**src/rtl/alu_rotcmp_pipe.sv**
```systemverilog
// Rotate/compare ALU (ROL/ROR, unsigned+signed MAX/MIN, SGT/SLT) behind a 2-stage valid/ready pipeline.
// Latency: result valid 2 cycles after the beat is accepted; throughput 1 beat/cycle.
// Backpressure: out_ready low holds result/flags and S1; in_ready drops only when both stages are full.
module alu_rotcmp_pipe #(
    parameter int WIDTH   = 8,
    parameter int SHIFT_W = 5
) (
    input  logic               clk,
    input  logic               rst_n,
    input  logic               in_valid,
    output logic               in_ready,
    input  logic [3:0]         opcode,
    input  logic [WIDTH-1:0]   input1,
    input  logic [WIDTH-1:0]   input2,
    input  logic [SHIFT_W-1:0] shiftValue,
    output logic               out_valid,
    input  logic               out_ready,
    output logic [WIDTH-1:0]   result,
    output logic               carryFlag,
    output logic               zeroFlag,
    output logic               overFlowFlag,
    output logic               opErr
);

    typedef struct packed {
        logic [3:0]         op;
        logic [WIDTH-1:0]   a;
        logic [WIDTH-1:0]   b;
        logic [SHIFT_W-1:0] sh;
    } beat_t;

    beat_t s1_dat;
    logic  s1_valid;
    logic  s1_ready;
    logic  s2_ready;

    assign s2_ready = !out_valid || out_ready;
    assign s1_ready = !s1_valid || s2_ready;
    assign in_ready = s1_ready;

    // ---------------------------------------------------------------- stage 1
    always_ff @(posedge clk or negedge rst_n) begin
        if (!rst_n) begin
            s1_valid <= 1'b0;
        end else if (s1_ready) begin
            s1_valid <= in_valid;
        end
    end

    // Payload is gated by s1_valid, so it carries no reset.
    always_ff @(posedge clk) begin
        if (in_valid && s1_ready) begin
            s1_dat <= {opcode, input1, input2, shiftValue};
        end
    end

    // ---------------------------------------------------------------- stage 2 datapath
    logic [31:0]      amt;
    logic [WIDTH-1:0] rol_res;
    logic [WIDTH-1:0] ror_res;
    logic [WIDTH:0]   diff;
    logic             borrow;
    logic             sub_ovf;
    logic             s_gt;
    logic             s_lt;

    always_comb begin
        amt     = 32'(s1_dat.sh) % 32'(WIDTH);
        // Rotating a doubled copy of A leaves the wrapped bits in the kept half.
        rol_res = WIDTH'(({s1_dat.a, s1_dat.a} << amt) >> WIDTH);
        ror_res = WIDTH'({s1_dat.a, s1_dat.a} >> amt);
        diff    = {1'b0, s1_dat.a} - {1'b0, s1_dat.b};
        borrow  = diff[WIDTH];
        sub_ovf = (s1_dat.a[WIDTH-1] ^ s1_dat.b[WIDTH-1])
                & (diff[WIDTH-1] ^ s1_dat.a[WIDTH-1]);
        s_gt    = $signed(s1_dat.a) > $signed(s1_dat.b);
        s_lt    = $signed(s1_dat.a) < $signed(s1_dat.b);
    end

    logic [WIDTH-1:0] nxt_res;
    logic             nxt_carry;
    logic             nxt_zero;
    logic             nxt_ovf;
    logic             nxt_err;

    always_comb begin
        nxt_res   = '0;
        nxt_carry = 1'b0;
        nxt_ovf   = 1'b0;
        nxt_err   = 1'b0;
        case (s1_dat.op)
            4'd0: begin
                nxt_res   = rol_res;
                nxt_carry = (amt != 32'd0) && rol_res[0];
            end
            4'd1: begin
                nxt_res   = ror_res;
                nxt_carry = (amt != 32'd0) && ror_res[WIDTH-1];
            end
            4'd2: nxt_res = (s1_dat.a >= s1_dat.b) ? s1_dat.a : s1_dat.b;
            4'd3: nxt_res = (s1_dat.a <= s1_dat.b) ? s1_dat.a : s1_dat.b;
            4'd4: nxt_res = {{(WIDTH-1){1'b0}}, s_gt};
            4'd5: nxt_res = s_lt ? s1_dat.b : s1_dat.a;
            4'd6: nxt_res = s_gt ? s1_dat.b : s1_dat.a;
            4'd7: nxt_res = {{(WIDTH-1){1'b0}}, s_lt};
            default: nxt_err = 1'b1;
        endcase
        if (!s1_dat.op[3] && (s1_dat.op[2:1] != 2'b00)) begin
            nxt_carry = borrow;
            nxt_ovf   = sub_ovf;
        end
        nxt_zero = (nxt_res == '0);
    end

    // ---------------------------------------------------------------- stage 2 registers
    always_ff @(posedge clk or negedge rst_n) begin
        if (!rst_n) begin
            out_valid    <= 1'b0;
            result       <= '0;
            carryFlag    <= 1'b0;
            zeroFlag     <= 1'b0;
            overFlowFlag <= 1'b0;
            opErr        <= 1'b0;
        end else begin
            if (s2_ready) begin
                out_valid <= s1_valid;
            end
            if (s1_valid && s2_ready) begin
                result       <= nxt_res;
                carryFlag    <= nxt_carry;
                zeroFlag     <= nxt_zero;
                overFlowFlag <= nxt_ovf;
                opErr        <= nxt_err;
            end
        end
    end

endmodule

```
**config.mk**
```make
export PLATFORM = sky130hd
export DESIGN_NAME = alu_rotcmp_pipe
export DESIGN_NICKNAME = d
export VERILOG_FILES = /design/src/rtl/alu_rotcmp_pipe.sv
export SDC_FILE = /design/constraint.sdc
export NUM_CORES = 1
export LEC_CHECK = 0
export ABC_AREA = 1
export ABC_CLOCK_PERIOD_IN_PS = 2600
export CORE_ASPECT_RATIO = 1.75
export CORE_MARGIN = 2
export CORE_UTILIZATION = 55
export CTS_CLUSTER_SIZE = 20
export DETAILED_ROUTE_END_ITERATION = 16
export GPL_TIMING_DRIVEN = 0
export HOLD_SLACK_MARGIN = 0.02
export PLACE_DENSITY_LB_ADDON = 0.05
export SYNTH_ARGS = -nofsm -noshare
export SYNTH_HDL_FRONTEND = slang
export SYNTH_SLANG_ARGS = --single-unit
```
**constraint.sdc**
```tcl
create_clock -name clk -period 2.6 [get_ports clk]
set_input_delay 0.26 -clock clk [delete_from_list [all_inputs] [get_ports clk]]
set_output_delay 0.26 -clock clk [all_outputs]
set_load 0.1 [all_outputs]
```
==> qor.yml <==
skew_ps: 3.954
worstPathMaxFanout: 6
worstPathBufferInverterCount: 2
setup_tns_ps: 0
finalMaxSlewViolations: 0
root_buffer: "clkbuf_8"
grt_pass1_vias: 3173
slew_headroom_pct: 15.08
synth-edff-count: 23
hold_violations: 0
drtIter0Drc: 177
die_x_um: 60.10
topRoutingLayerUsed: "met4"
timing.final.ws_setup_ps: 186.9
leakage_nw: 1.826
clockBufferDepth: 2
place_hpwl_um: 6804
crit_chain: "ha_1 > nand2_1 > nor2_4 > nand2_4 > nand3_4 > clkbuf_2 > buf_4 > nand3_1 > nand3_1 > nand2_1 > nor2_1 > nand2_1 > nor2_1 > nand2_1 > nand2_1"
endpoint_kind: "flop"
netlist_area_mm2: 0.003029
netlist-cell-type-count: 32
totalWireLength_um: 9052
crit_path_start_kind: "flop"
arrival_ps: 2640
yosysWarnings: 0
io_pins: 43
cts_hold_buf: 0
synth-async-reset-ratio_pct: 37.84
route.met3.wl_um: 558
rows: 35
ys_seq_area_share_pct: 34.37
ir_drop_mv: 0.4082
syn_area_per_cell_um2: 6.792
dieArea_mm2: 0.006141
slowest_stage: "edfxtp_1"
min_path_type: "in2async"
synth-seq-cells: 37
cp_top_family: "simple AND/OR/NAND/NOR gates"
grt_max_degree: 24
crit_path_max_incr_delay_ps: 520
rsz0062_at_grt: "false"
area.growth.synth_to_final_pct: 23.79
grt_antenna_before_repair: 0
clkTransAtPathRegs_ps: 70
syn_nets: 483
diodes: 0
post-synth-top-count-cell: "nand2_1"
wl_met2_um: 4683
antenna_left: 0
fp.dieH_um: 102.2
powerDensity_mw_per_mm2: 647.6
fill_cells: 483
grt-ovfl-total: 0
cts-buffers-inserted: 5
fmax_mhz: 414.4
clock-sinks: 37
post-place-ws_ps: 182.4
synthFlopType: "edfxtp_1"
wire_per_inst_um: 15.55
status: "complete, no violations"
syn_inst: 446
period_needed_ps: 2413
layout_worst_path_cycle_share_pct: 92.81
required_ps: 2830
vias_per_cell: 5.649
crit_top_cell: "nand2_1"
synth_common_cells: "nand2_1, nand3_1, inv_1, edfxtp_1, nor2_1"
dr.pass1.iters: 5
core_mm2: 0.005299
setup_viol: 0
setup.worst_path.class: "reg2reg"
netlist_top_cells_area: "edfxtp_1, nand2_1, nand3_1"
place_congestion: 0.9890
tightest_slew_ps: 1264
track_usage_pct: 31.14
grt_pass1_wl_um: 14420
finalNetCount: 544
yosysTopAreaCellShare_pct: 22.80
drive_above_1_share_pct: 11.22
vias: 3288
htree_num_levels: 2
initial_core_util_pct: 57.17
max_cap_viol_count: 0
cts_tree: "built"
synth_area_leader_cell: "edfxtp_1"
clk_latency_ps: 290
drc: 0
routedLengthMet1_um: 3117
portBuffers: 40
-- logic make-up (layout without fill, tap and decap cells) --
group / after synthesis / count (layout) / share of synthesized area [%]
compound gates: 33 / 33 / 6.155
xor+xnor: 1 / 1 / 0.2892
fa+ha+maj: 8 / 8 / 3.305
flops: 37 / 37 / 34.37
buf+inv: 60 / 121 / 8.261
simple gates: 307 / 308 / 47.62
-- stage by stage --
step	cell area, um^2	utilization (%)	std cells	hold slack (ps)	power [W]
after CTS	3637	68.64	568	368.9	0.002385
final	3750	70.77	582	351.2	0.002428
after floorplan	3034	-	446	-35.59	0.001617
after global placement	3527	66.56	560	461.2	0.001884
after global routing	3750	70.77	582	386.5	0.002558
after detailed placement	3527	66.56	560	464.2	0.001905
-- area by class of cell --
class / instances / area (um^2) / share of cell area [%]
sequential: 37 / 1041 / 27.76
clock buffer: 5 / 68.82 / 1.835
tap: 74 / 92.59 / 2.469
timing repair buffer: 53 / 495.5 / 13.21
clock inverter: 3 / 41.29 / 1.101
inverter: 46 / 172.7 / 4.605
multi-input combinational: 350 / 1760 / 46.95
buffer: 14 / 77.57 / 2.069
-- sequential cells by signal, summed over array words and instances, names as in the netlist --
signal and cells:
result 8, opErr 1, out_valid 1, zeroFlag 1, overFlowFlag 1, carryFlag 1, s1_valid 1, s1_dat 23
-- per-layer routing --
metal  track usage (%)  vias to the layer above
met1             29.98                     1441
met4             24.10                        0
li1                  -                     1616
met3             5.570                       58
met2             55.60                      173
met5                 0                        -
-- layout by cell type, fill, tap and decap left out, drive strengths merged --
master | synthesis | final
nand2 | 165 | 165
nand3 | 97 | 98
inv | 44 | 44
clkdlybuf4s50 | 0 | 40
nor2 | 24 | 24
edfxtp | 23 | 23
buf | 11 | 23
a21oi | 17 | 17
dfrtp | 14 | 14
nand4 | 13 | 13
o21ai | 12 | 12
clkbuf | 3 | 9
ha | 8 | 8
nand3b | 4 | 4
nor3 | 4 | 4
clkinv | 2 | 3
a21o | 1 | 1
a31oi | 1 | 1
o211ai | 1 | 1
a2111oi | 1 | 1
xor2 | 1 | 1
bufinv | 0 | 1
clkinvlp | 0 | 1
-- report_power, final --
group,leakage (nW),internal [W],switching (W)
clock,0.0518,0.000282,0.000203
sequential,0.401,0.000715,0.0000479
combinational,1.37,0.000332,0.000849
total,1.83,0.00133,0.00110
-- what timing repair did --
action | in CTS | in global routing
endpoints found under the setup margin | 0 | 1
setup buffers | 0 | 13
resized for setup | 0 | 5
-- path summary, 6_finish.rpt --
check | from | end | slack, ps | cells after the start
worst max-delay path | s1_dat[18] | zeroFlag | 190 | 15
min in group clk | zeroFlag | zeroFlag | 480 | 2
max in group asynchronous | rst_n | result[2] | 1860 | 1
worst min-delay path | rst_n | s1_valid | 350 | 1
worst max register to register | s1_dat[18] | zeroFlag | 190 | 15
worst min register to register | zeroFlag | zeroFlag | 480 | 2
Power figures use the tool's default switching activity.
